<file path="src/rtl/axis_udp_filter_mp_if.sv">
// AXI-Stream bundle used on both sides of axis_udp_filter_mp: tvalid/tready handshake, data, byte strobes, last.
interface axis_udp_filter_mp_if #(
  parameter int DW = 64
);
  logic            tvalid;
  logic [DW-1:0]   tdata;
  logic [DW/8-1:0] tstrb;
  logic            tlast;
  logic            tready;

  modport master (output tvalid, output tdata, output tstrb, output tlast, input tready);
  modport slave  (input tvalid, input tdata, input tstrb, input tlast, output tready);
endinterface

</file>
<file path="src/rtl/axis_udp_filter_mp.sv">
// Buffers the Eth/IPv4/UDP header beats, matches the UDP dst port against a list (allow/block), then forwards or drops the frame.
// Define AXIS_UDP_FILTER_STATS_EN to add pass_cnt_o/drop_cnt_o; first beat out 2 cycles after the last header beat.
module axis_udp_filter_mp #(
  parameter int AXIS_DATA_WIDTH = 64,
  parameter int NUM_PORTS       = 4
) (
  input  logic                    clk_i,
  input  logic                    rst_i,
  axis_udp_filter_mp_if.slave     s_axis,
  axis_udp_filter_mp_if.master    m_axis,
  input  logic                    en_i,
  input  logic                    mode_i,
  input  logic [NUM_PORTS*16-1:0] port_list_i,
  input  logic [NUM_PORTS-1:0]    port_valid_i
`ifdef AXIS_UDP_FILTER_STATS_EN
  ,
  output logic [31:0]             pass_cnt_o,
  output logic [31:0]             drop_cnt_o
`endif
);
  localparam int DW        = AXIS_DATA_WIDTH;
  localparam int SW        = DW / 8;
  localparam int HDR_BEATS = (320 + DW - 1) / DW;
  localparam int CW        = $clog2(HDR_BEATS + 1);
  localparam int PORT_BEAT = 37 / SW;

  typedef enum logic [2:0] {IDLE, HDR, DECIDE, FLUSH, PASS, DROP} state_t;

  state_t                  r_state;
  logic [DW-1:0]           r_buf_dat  [HDR_BEATS];
  logic [SW-1:0]           r_buf_strb [HDR_BEATS];
  logic                    r_buf_last [HDR_BEATS];
  logic [CW-1:0]           r_cnt;
  logic [CW-1:0]           r_rd;
  logic                    r_hdr_last;
  logic                    r_mode;
  logic [NUM_PORTS*16-1:0] r_plist;
  logic [NUM_PORTS-1:0]    r_pvld;
  logic                    r_out_vld;
  logic [DW-1:0]           r_out_dat;
  logic [SW-1:0]           r_out_strb;
  logic                    r_out_last;

  logic          w_s_rdy;
  logic          w_s_acc;
  logic          w_out_free;
  logic          w_hdr_full;
  logic          w_is_udp;
  logic          w_port_hit;
  logic          w_pass;
  logic          w_flush_last;
  logic [15:0]   w_ethertype;
  logic [7:0]    w_ver_ihl;
  logic [7:0]    w_proto;
  logic [15:0]   w_port;
  logic [DW-1:0] w_rd_dat;
  logic [SW-1:0] w_rd_strb;
  logic          w_rd_last;

  // Frame byte b lives in beat b/SW, lane b%SW; stale beats past r_cnt are masked by w_hdr_full.
  assign w_ethertype = {r_buf_dat[12/SW][8*(12%SW) +: 8], r_buf_dat[13/SW][8*(13%SW) +: 8]};
  assign w_ver_ihl   = r_buf_dat[14/SW][8*(14%SW) +: 8];
  assign w_proto     = r_buf_dat[23/SW][8*(23%SW) +: 8];
  assign w_port      = {r_buf_dat[36/SW][8*(36%SW) +: 8], r_buf_dat[37/SW][8*(37%SW) +: 8]};
  assign w_hdr_full  = (r_cnt > CW'(PORT_BEAT));
  assign w_is_udp    = w_hdr_full && (w_ethertype == 16'h0800) && (w_ver_ihl == 8'h45) && (w_proto == 8'h11);

  always_comb begin
    w_port_hit = 1'b0;
    for (int k = 0; k < NUM_PORTS; k++) begin
      if (r_pvld[k] && (r_plist[16*k +: 16] == w_port)) w_port_hit = 1'b1;
    end
  end

  assign w_pass = (w_is_udp && w_port_hit) ^ r_mode;

  always_comb begin
    w_rd_dat  = '0;
    w_rd_strb = '0;
    w_rd_last = 1'b0;
    for (int i = 0; i < HDR_BEATS; i++) begin
      if (r_rd == CW'(i)) begin
        w_rd_dat  = r_buf_dat[i];
        w_rd_strb = r_buf_strb[i];
        w_rd_last = r_buf_last[i];
      end
    end
  end

  always_comb begin
    w_s_rdy = 1'b0;
    case (r_state)
      IDLE:      w_s_rdy = en_i;
      HDR, DROP: w_s_rdy = 1'b1;
      PASS:      w_s_rdy = !r_out_vld || m_axis.tready;
      default:   w_s_rdy = 1'b0;
    endcase
    if (rst_i) w_s_rdy = 1'b0;
  end

  assign s_axis.tready = w_s_rdy;
  assign w_s_acc       = s_axis.tvalid && w_s_rdy;
  assign w_out_free    = !r_out_vld || m_axis.tready;
  assign w_flush_last  = (r_rd == r_cnt - 1'b1);

  always_ff @(posedge clk_i) begin
    if (rst_i) begin
      r_state    <= IDLE;
      r_cnt      <= '0;
      r_rd       <= '0;
      r_hdr_last <= 1'b0;
      r_mode     <= 1'b0;
      r_plist    <= '0;
      r_pvld     <= '0;
      r_out_vld  <= 1'b0;
      r_out_dat  <= '0;
      r_out_strb <= '0;
      r_out_last <= 1'b0;
      for (int i = 0; i < HDR_BEATS; i++) begin
        r_buf_dat[i]  <= '0;
        r_buf_strb[i] <= '0;
        r_buf_last[i] <= 1'b0;
      end
    end else begin
      if (m_axis.tready) r_out_vld <= 1'b0;
      case (r_state)
        IDLE: if (w_s_acc) begin
          r_buf_dat[0]  <= s_axis.tdata;
          r_buf_strb[0] <= s_axis.tstrb;
          r_buf_last[0] <= s_axis.tlast;
          r_cnt         <= CW'(1);
          r_hdr_last    <= s_axis.tlast;
          r_mode        <= mode_i;
          r_plist       <= port_list_i;
          r_pvld        <= port_valid_i;
          r_state       <= s_axis.tlast ? DECIDE : HDR;
        end
        HDR: if (w_s_acc) begin
          for (int i = 0; i < HDR_BEATS; i++) begin
            if (r_cnt == CW'(i)) begin
              r_buf_dat[i]  <= s_axis.tdata;
              r_buf_strb[i] <= s_axis.tstrb;
              r_buf_last[i] <= s_axis.tlast;
            end
          end
          r_cnt      <= r_cnt + 1'b1;
          r_hdr_last <= s_axis.tlast;
          if (s_axis.tlast || (r_cnt == CW'(HDR_BEATS - 1))) r_state <= DECIDE;
        end
        DECIDE: begin
          r_rd <= '0;
          if (w_pass)          r_state <= FLUSH;
          else if (r_hdr_last) r_state <= IDLE;
          else                 r_state <= DROP;
        end
        FLUSH: if (w_out_free) begin
          r_out_vld  <= 1'b1;
          r_out_dat  <= w_rd_dat;
          r_out_strb <= w_rd_strb;
          r_out_last <= w_rd_last;
          r_rd       <= r_rd + 1'b1;
          if (w_flush_last) r_state <= w_rd_last ? IDLE : PASS;
        end
        PASS: if (w_s_acc) begin
          r_out_vld  <= 1'b1;
          r_out_dat  <= s_axis.tdata;
          r_out_strb <= s_axis.tstrb;
          r_out_last <= s_axis.tlast;
          if (s_axis.tlast) r_state <= IDLE;
        end
        DROP: if (w_s_acc && s_axis.tlast) r_state <= IDLE;
        default: r_state <= IDLE;
      endcase
    end
  end

  assign m_axis.tvalid = r_out_vld;
  assign m_axis.tdata  = r_out_dat;
  assign m_axis.tstrb  = r_out_strb;
  assign m_axis.tlast  = r_out_last;

`ifdef AXIS_UDP_FILTER_STATS_EN
  logic [31:0] r_pass_cnt;
  logic [31:0] r_drop_cnt;

  always_ff @(posedge clk_i) begin
    if (rst_i) begin
      r_pass_cnt <= '0;
      r_drop_cnt <= '0;
    end else begin
      if (r_out_vld && m_axis.tready && r_out_last) r_pass_cnt <= r_pass_cnt + 32'd1;
      if ((r_state == DECIDE) && !w_pass)           r_drop_cnt <= r_drop_cnt + 32'd1;
    end
  end

  assign pass_cnt_o = r_pass_cnt;
  assign drop_cnt_o = r_drop_cnt;
`endif
endmodule

</file>
<file path="src/flat_wrapper.sv">
// flat-port wrapper written by rule: the top's interface ports become plain ports
module axis_udp_filter_mp_flat 
#(
  parameter int AXIS_DATA_WIDTH = 64,
  parameter int NUM_PORTS       = 4
)
  (clk_i, rst_i, en_i, mode_i, port_list_i, port_valid_i, s_axis_tvalid, s_axis_tdata, s_axis_tstrb, s_axis_tlast, s_axis_tready, m_axis_tvalid, m_axis_tdata, m_axis_tstrb, m_axis_tlast, m_axis_tready);
  axis_udp_filter_mp_if #(.DW(64)) s_axis_i ();
  axis_udp_filter_mp_if #(.DW(64)) m_axis_i ();
  input  logic clk_i;
  input  logic rst_i;
  input  logic en_i;
  input  logic mode_i;
  input  logic [NUM_PORTS*16-1:0] port_list_i;
  input  logic [NUM_PORTS-1:0] port_valid_i;
  input wire logic [$bits(s_axis_i.tvalid)-1:0] s_axis_tvalid;
  input wire logic [$bits(s_axis_i.tdata)-1:0] s_axis_tdata;
  input wire logic [$bits(s_axis_i.tstrb)-1:0] s_axis_tstrb;
  input wire logic [$bits(s_axis_i.tlast)-1:0] s_axis_tlast;
  output wire logic [$bits(s_axis_i.tready)-1:0] s_axis_tready;
  output wire logic [$bits(m_axis_i.tvalid)-1:0] m_axis_tvalid;
  output wire logic [$bits(m_axis_i.tdata)-1:0] m_axis_tdata;
  output wire logic [$bits(m_axis_i.tstrb)-1:0] m_axis_tstrb;
  output wire logic [$bits(m_axis_i.tlast)-1:0] m_axis_tlast;
  input wire logic [$bits(m_axis_i.tready)-1:0] m_axis_tready;
  assign s_axis_i.tvalid = s_axis_tvalid;
  assign s_axis_i.tdata = s_axis_tdata;
  assign s_axis_i.tstrb = s_axis_tstrb;
  assign s_axis_i.tlast = s_axis_tlast;
  assign s_axis_tready = s_axis_i.tready;
  assign m_axis_tvalid = m_axis_i.tvalid;
  assign m_axis_tdata = m_axis_i.tdata;
  assign m_axis_tstrb = m_axis_i.tstrb;
  assign m_axis_tlast = m_axis_i.tlast;
  assign m_axis_i.tready = m_axis_tready;
  axis_udp_filter_mp #(.AXIS_DATA_WIDTH(AXIS_DATA_WIDTH), .NUM_PORTS(NUM_PORTS)) u_core (.clk_i(clk_i), .rst_i(rst_i), .s_axis(s_axis_i), .m_axis(m_axis_i), .en_i(en_i), .mode_i(mode_i), .port_list_i(port_list_i), .port_valid_i(port_valid_i));
endmodule
</file>
<file path="config.mk">
export PLATFORM = sky130hd
export DESIGN_NAME = axis_udp_filter_mp_flat
export DESIGN_NICKNAME = d
export VERILOG_FILES = /design/src/rtl/axis_udp_filter_mp_if.sv /design/src/rtl/axis_udp_filter_mp.sv /design/src/flat_wrapper.sv
export SDC_FILE = /design/constraint.sdc
export NUM_CORES = 1
export LEC_CHECK = 0
export CORE_MARGIN = 5
export CORE_UTILIZATION = 55
export DETAILED_ROUTE_END_ITERATION = 16
export HOLD_SLACK_MARGIN = 0.05
export PLACE_DENSITY_LB_ADDON = 0.1
export REMOVE_ABC_BUFFERS = 1
export SYNTH_ARGS = -nofsm -noshare
export SYNTH_HDL_FRONTEND = slang
export SYNTH_SLANG_ARGS = --single-unit
</file>
<file path="constraint.sdc">
create_clock -name clk_i -period 10 [get_ports clk_i]
set_input_delay 1 -clock clk_i [delete_from_list [all_inputs] [get_ports clk_i]]
set_output_delay 1 -clock clk_i [all_outputs]
set_load 0.02 [all_outputs]
</file>
==> results.py, run 1 <==
metrics = {
    "run_status": {
        "outcome": "complete, no violations",
    },
    "grt": {
        "grt_pass1_vias": 14824,
        "grt_pass1_wl_um": 83100,
        "grt_max_degree": 100,
        "grt_overflow_total": 0,
        "grtUsageTotal": 0.250,
        "antenna_found_initial": 0,
    },
    "timing": {
        "rsz0062_at_grt": "no",
        "hold_violations": 0,
        "max_freq_ghz": 0.245,
        "slew_violations": 0,
        "max_slew.worst_pin.slew_ps": 1110,
        "fin_crit_sh": 0.408,
        "setup_violations": 0,
        "finalClockSkew_ps": 13.3,
        "relSlewSlack": 0.263,
        "tns_ps": 0,
        "period_minus_slack_ps": 4080,
    },
    "clock_network": {
        "path_clk_slew_ps": 60,
        "hold_buffers": 0,
        "worst_skew_pair.late_latency_ps": 590,
        "cts_buffer_depth": 3,
        "post_cts_buffers": 0,
        "cts_tree": "done",
        "root_buffer": "clkbuf_16",
        "cts.sinks": 518,
        "cts-htree-levels": 2,
        "numCtsBuffers": 52,
        "cts_resized": 0,
    },
    "place": {
        "place_inst": 2408,
        "dpl_cell_area_um2": 23600,
        "place_congestion": 0.815,
        "dp_hpwl_um": 30400,
        "port_buffers": 221,
    },
    "power_and_ir_drop": {
        "power_frac_comb": 0.064,
        "leakage_nw": 8.65,
        "p_switching_mw": 1.02,
        "p_int_mw": 3.73,
        "power_mw": 4.75,
        "pwr-share-seq": 0.517,
        "p_clk_frac": 0.420,
        "power_density_nw_per_um2": 187,
        "ir_drop_mv": 0.158,
        "p_sw_frac": 0.215,
    },
    "synth": {
        "ys_top_cells_by_area": "edfxtp_1, dfxtp_1, nor2_1, nand2_1, a221oi_1",
        "synth_top_area_frac": 0.518,
        "synth_edf_count": 365,
        "synth_top_area_cell": "edfxtp_1",
        "yosys_warnings": 0,
        "syn-instance-count": 1812,
        "async_reset_ff_frac": 0,
        "synth.avg_cell_area_um2": 11.7,
        "synth-seq-cells": 518,
        "synthMostInstantiatedCell": "edfxtp_1",
        "synth_cell_types": 49,
        "synth_common_cells": "edfxtp_1, nor2_1, nand2_1, dfxtp_1, clkbuf_1",
        "ys_seq_area_frac": 0.663,
        "synth_ff_type": "edfxtp_1",
        "syn_area_um2": 21100,
    },
    "routing": {
        "drtPass1Iterations": 6,
        "vias": 14826,
        "viasPerCell": 5.92,
        "antenna_left": 0,
        "initialDrtViolationCount": 1069,
        "wl_per_cell_um": 21.3,
        "totalWireLength_um": 53300,
        "drcViolationCount": 0,
    },
    "floorplan": {
        "dieArea_um2": 42500,
        "ios": 222,
        "start_util": 0.559,
        "row_count": 71,
        "die_x_um": 206,
        "chipHeight_um": 206,
        "core_area_um2": 37800,
    },
    "cells_and_area": {
        "multi_input_comb_area_um2": 6560,
        "nFillCells": 2831,
        "regArea_um2": 14000,
        "fin_cells": 2506,
        "fin_area_um2": 25400,
        "area_delta_synth_final_pct": 20.0,
        "antenna_cells": 0,
        "nets": 2111,
        "postLayoutCoreUtil": 0.671,
        "drive_gt1_frac": 0.0596,
    },
    "setup_path": {
        "critPathRequiredTime_ps": 10220,
        "r2r-end": "u_core.r_buf_dat[0][128]$_DFFE_PP_",
        "cp-endpoint": "u_core.r_buf_dat[0][128]$_DFFE_PP_",
        "critical_path_class": "input pin to flip-flop",
        "start_kind": "input pin",
        "r2r_cells": 7,
        "critPathMaxFanout": 47,
        "reg2reg_slack_ps": 6160,
        "worst_setup_path_end_kind": "flip-flop",
        "startpoint": "m_axis_tready",
        "arrival_ps": 4300,
        "rr_startpoint": "u_core.r_state[0]$_SDFFE_PP0P_",
    },
    "min_path": {
        "hold_class": "flip-flop to flip-flop",
        "hold_depth": 2,
    },
    "job": {
        "cap_violations": 0,
    },
}
==> power groups by stage <==
| stage | combinational (mW) | clock [mW] | sequential, mW |
|---|---|---|---|
| detailed placement | 0.303 | 0 | 2.50 |
| floorplan | 0.149 | 0 | 2.49 |
| finish | 0.303 | 1.99 | 2.46 |
| global placement | 0.302 | 0 | 2.50 |
| global route | 0.332 | 2.12 | 2.46 |
| CTS | 0.305 | 2.02 | 2.46 |
==> layer usage <==
metal,vias up,routed length [um],track usage
met4,0,1330,0.0817
met3,91,3510,0.0411
met5,-,0,0
li1,6951,-,-
met1,7232,22800,0.342
met2,552,25700,0.411
==> placed cells by master, fill, tap and decap left out, types with 73 or more instances in the layout <==
cell type        netlist  routed
a211oi_1              74      74
o21ai_0               77      77
and2_1                74      73
a221oi_1              73      73
edfxtp_1             365     365
nand2_1              224     220
nor2_1               234     234
nor3_1                75      75
dfxtp_1              153     153
clkdlybuf4s50_1        0     220
o311ai_0              73      73
==> worst max-delay path: stages <==
cell,delay [ps]
clkdlybuf4s50_1,470
nand2b_1,200
mux2i_1,110
a211oi_2,330
nand2_1,110
or2_1,420
nor4_1,460
a21o_4,470
buf_4,680
==> worst min path at each step <==
stage	end	from
6_report	u_core.r_pvld[2]$_SDFFE_PP0N_	u_core.r_pvld[2]$_SDFFE_PP0N_
5_1_grt	u_core.r_pvld[1]$_SDFFE_PP0N_	u_core.r_pvld[1]$_SDFFE_PP0N_
4_1_cts	u_core.r_pvld[2]$_SDFFE_PP0N_	u_core.r_pvld[2]$_SDFFE_PP0N_
3_5_place_dp	u_core.r_pvld[2]$_SDFFE_PP0N_	u_core.r_pvld[2]$_SDFFE_PP0N_
3_3_place_gp	u_core.r_pvld[3]$_SDFFE_PP0N_	u_core.r_pvld[3]$_SDFFE_PP0N_
2_1_floorplan	u_core.r_pvld[0]$_SDFFE_PP0N_	u_core.r_pvld[0]$_SDFFE_PP0N_
==> layout make-up <==
type | instances | share of cell area
clock buffer | 63 | 0.0562
multi-input combinational | 1131 | 0.258
sequential | 518 | 0.553
inverter | 11 | 0.00163
timing repair buffer | 237 | 0.0919
clock inverter | 35 | 0.0141
tap | 511 | 0.0252
==> through the flow <==
stage               hold WS [ps]  worst slack (ps)
floorplan                    431              3790
global placement             444              5280
detailed placement           453              5270
CTS                          460              5900
global route                 483              5690
finish                       457              5920
==> kinds of logic after synthesis <==
group,Yosys count,share of synthesized area
AND/OR/NAND/NOR,656,0.137
flip-flops,518,0.663
AO/OA/AOI/OAI,392,0.132
buffers and inverters,163,0.0317
XOR/XNOR,68,0.0282
adder cells (fa/ha/maj),13,0.00769
multiplexers,2,0.00101
==> registers in the layout, indices dropped and copies added, names as in the netlist, 3 cells and up <==
| name | flops |
|---|---|
| u_core.m_axis.tdata | 64 |
| u_core.r_cnt | 3 |
| u_core.r_rd | 3 |
| u_core.r_buf_last | 5 |
| u_core.m_axis.tstrb | 8 |
| u_core.r_plist | 64 |
| u_core.r_state | 3 |
| u_core.r_buf_strb | 40 |
| u_core.r_buf_dat | 320 |
| u_core.r_pvld | 4 |
No activity file was read; power rests on OpenSTA's default activity.
==> inputs of run 2 (changes only) <==
CORE_UTILIZATION = 51   (was 55)
clock period = 3.36 ns   (was 10 ns; I/O delays follow)
==> run 2 against run 1 <==
Effect of this change:
- count of clock-buffer cells in the layout increased by 6
- register-to-register slack worse by 5600 ps
- non-clock buffer count increased by 25
- flip-flop and latch count stayed put
- combinational power increased to 3.1 times the previous value
- design area rose by 2.3%
- critical path depth grew 1
- final cell count increased by 1.9%
==> results.py, run 2 (same netlist as run 1, synthesis figures left out) <==
metrics = {
    "setup_path": {
        "worst-path-buf-inv": 2,
        "critPathRequiredTime_ps": 3860,
        "start_kind": "flip-flop",
        "critical_path_class": "flip-flop to flip-flop",
        "rr_startpoint": "u_core.r_rd[0]$_SDFFE_PP0P_",
        "cp_top_family": "compound AO/OA/AOI/OAI gates",
        "r2r_cells": 10,
        "arrival_ps": 3280,
        "startpoint": "u_core.r_rd[0]$_SDFFE_PP0P_",
        "crit_slowest_cell": "o311ai_0",
        "r2r-end": "u_core.m_axis.tdata[40]$_SDFFE_PP0P_",
        "crit_chain": "inv_1, ha_1, nor3b_2, buf_12, a221oi_1, o311ai_0, o21ai_0, nor2_1, a211oi_1, nor3_1",
        "reg2reg_slack_ps": 580,
        "critPathMaxFanout": 73,
        "cp-endpoint": "u_core.m_axis.tdata[40]$_SDFFE_PP0P_",
        "slowest_delay_ps": 510,
        "crit_cells": 10,
        "worst_setup_path_end_kind": "flip-flop",
    },
    "clock_network": {
        "post_cts_buffers": 0,
        "cts.sinks": 518,
        "cts_buffer_depth": 3,
        "cts_tree": "done",
        "hold_buffers": 0,
        "path_clk_slew_ps": 60,
        "cts-htree-levels": 2,
        "numCtsBuffers": 53,
        "worst_skew_pair.late_latency_ps": 590,
        "cts_resized": 0,
        "root_buffer": "clkbuf_16",
    },
    "place": {
        "place_congestion": 0.805,
        "dp_hpwl_um": 32800,
        "port_buffers": 221,
        "post-place-ws_ps": 225,
    },
    "power_and_ir_drop": {
        "leakage_nw": 8.93,
        "power_density_nw_per_um2": 562,
        "ir_drop_mv": 0.422,
    },
    "cells_and_area": {
        "mostFrequentLayoutCell": "edfxtp_1",
        "area_delta_synth_final_pct": 22.8,
        "top_register": "u_core.r_buf_dat",
        "nFillCells": 3196,
        "nets": 2137,
        "antenna_cells": 0,
        "drive_gt1_frac": 0.0752,
        "regArea_um2": 14000,
        "layout_common_cells": "edfxtp_1, nor2_1, nand2_1, clkdlybuf4s50_1, dfxtp_1",
        "multi_input_comb_area_um2": 6560,
        "largest_reg_flops": 320,
    },
    "routing": {
        "initialDrtViolationCount": 1310,
        "drcViolationCount": 0,
        "wl_per_cell_um": 21.4,
        "viasPerCell": 5.81,
        "totalWireLength_um": 54700,
        "vias": 14826,
        "drtPass1Iterations": 5,
        "antenna_left": 0,
    },
    "timing": {
        "max_slew.worst_pin.slew_ps": 1080,
        "finalClockSkew_ps": 12.9,
        "setup_violations": 0,
        "hold_violations": 0,
        "setup_slack_ps": 576,
        "rsz0062_at_grt": "no",
        "period_minus_slack_ps": 2780,
        "relSlewSlack": 0.279,
        "fin_crit_sh": 0.829,
        "max_freq_ghz": 0.359,
        "hold_ws_ps": 266,
        "slew_violations": 0,
    },
    "floorplan": {
        "core_area_um2": 40900,
        "die_x_um": 214,
        "start_util": 0.517,
        "chipHeight_um": 214,
        "row_count": 74,
        "ios": 222,
        "dieArea_um2": 45600,
    },
    "grt": {
        "grt_overflow_total": 0,
        "grt_pass1_vias": 14849,
        "grt_pass1_wl_um": 84700,
        "antenna_found_initial": 1,
        "grtUsageTotal": 0.235,
        "grt_max_degree": 160,
    },
    "run_status": {
        "outcome": "complete, no violations",
    },
    "min_path": {
        "hold_class": "input pin to flip-flop",
        "hp-start": "rst_i",
    },
    "job": {
        "cap_violations": 0,
    },
}
## run 2: worst min-delay path by stage
| stage | to | slack, ps | cells past startpoint |
|---|---|---|---|
| final | u_core.r_hdr_last$_SDFFE_PP0P_ | 270 | 6 |
| after global routing | u_core.r_hdr_last$_SDFFE_PP0P_ | 290 | 6 |
| after CTS | u_core.r_hdr_last$_SDFFE_PP0P_ | 250 | 6 |
| after floorplan | u_core.r_hdr_last$_SDFFE_PP0P_ | 410 | 1 |
| after detailed placement | u_core.r_pvld[2]$_SDFFE_PP0N_ | 450 | 2 |
| after global placement | u_core.r_pvld[0]$_SDFFE_PP0N_ | 440 | 2 |
## run 2: layout make-up
| type | count | share of cell area |
|---|---|---|
| clock buffers | 69 | 0.0569 |
| repair buffers | 262 | 0.107 |
| flip-flops and latches | 518 | 0.540 |
| multi-input cells | 1131 | 0.253 |
| well taps | 532 | 0.0256 |
| inverters | 11 | 0.00159 |
| clock inverters | 31 | 0.0161 |
## run 2: worst reg2reg max path, cell delays in order (launching register included)
cell      delay (ps)
dfxtp_1          360
inv_1            140
ha_1             240
nor3b_2          260
buf_12           400
a221oi_1         190
o311ai_0         510
o21ai_0          190
nor2_1           120
a211oi_1          60
nor3_1           230
## run 2: where the power goes
part | switching, mW | internal (mW) | total [mW]
Sequential | 0.137 | 7.17 | 7.30
Clock | 2.47 | 3.87 | 6.34
Combinational | 0.534 | 0.420 | 0.954
## run 2: metrics by stage
stage	util	std cells	setup TNS [ps]	total power [mW]	instance area, um2
floorplan	-	1660	-547050	7.87	20500
global placement	0.588	2454	0	8.37	24100
detailed placement	0.588	2454	0	8.39	24100
CTS	0.635	2554	0	14.7	26000
global route	0.635	2554	0	15.1	26000
finish	0.635	2554	0	14.6	26000
## run 2: layer usage
metal	vias to the layer above	wire length (um)	GRT usage
met4	2	771	0.0572
met3	63	3340	0.0385
met2	497	26300	0.386
met1	7268	24300	0.334
li1	6996	-	-
met5	-	20	0
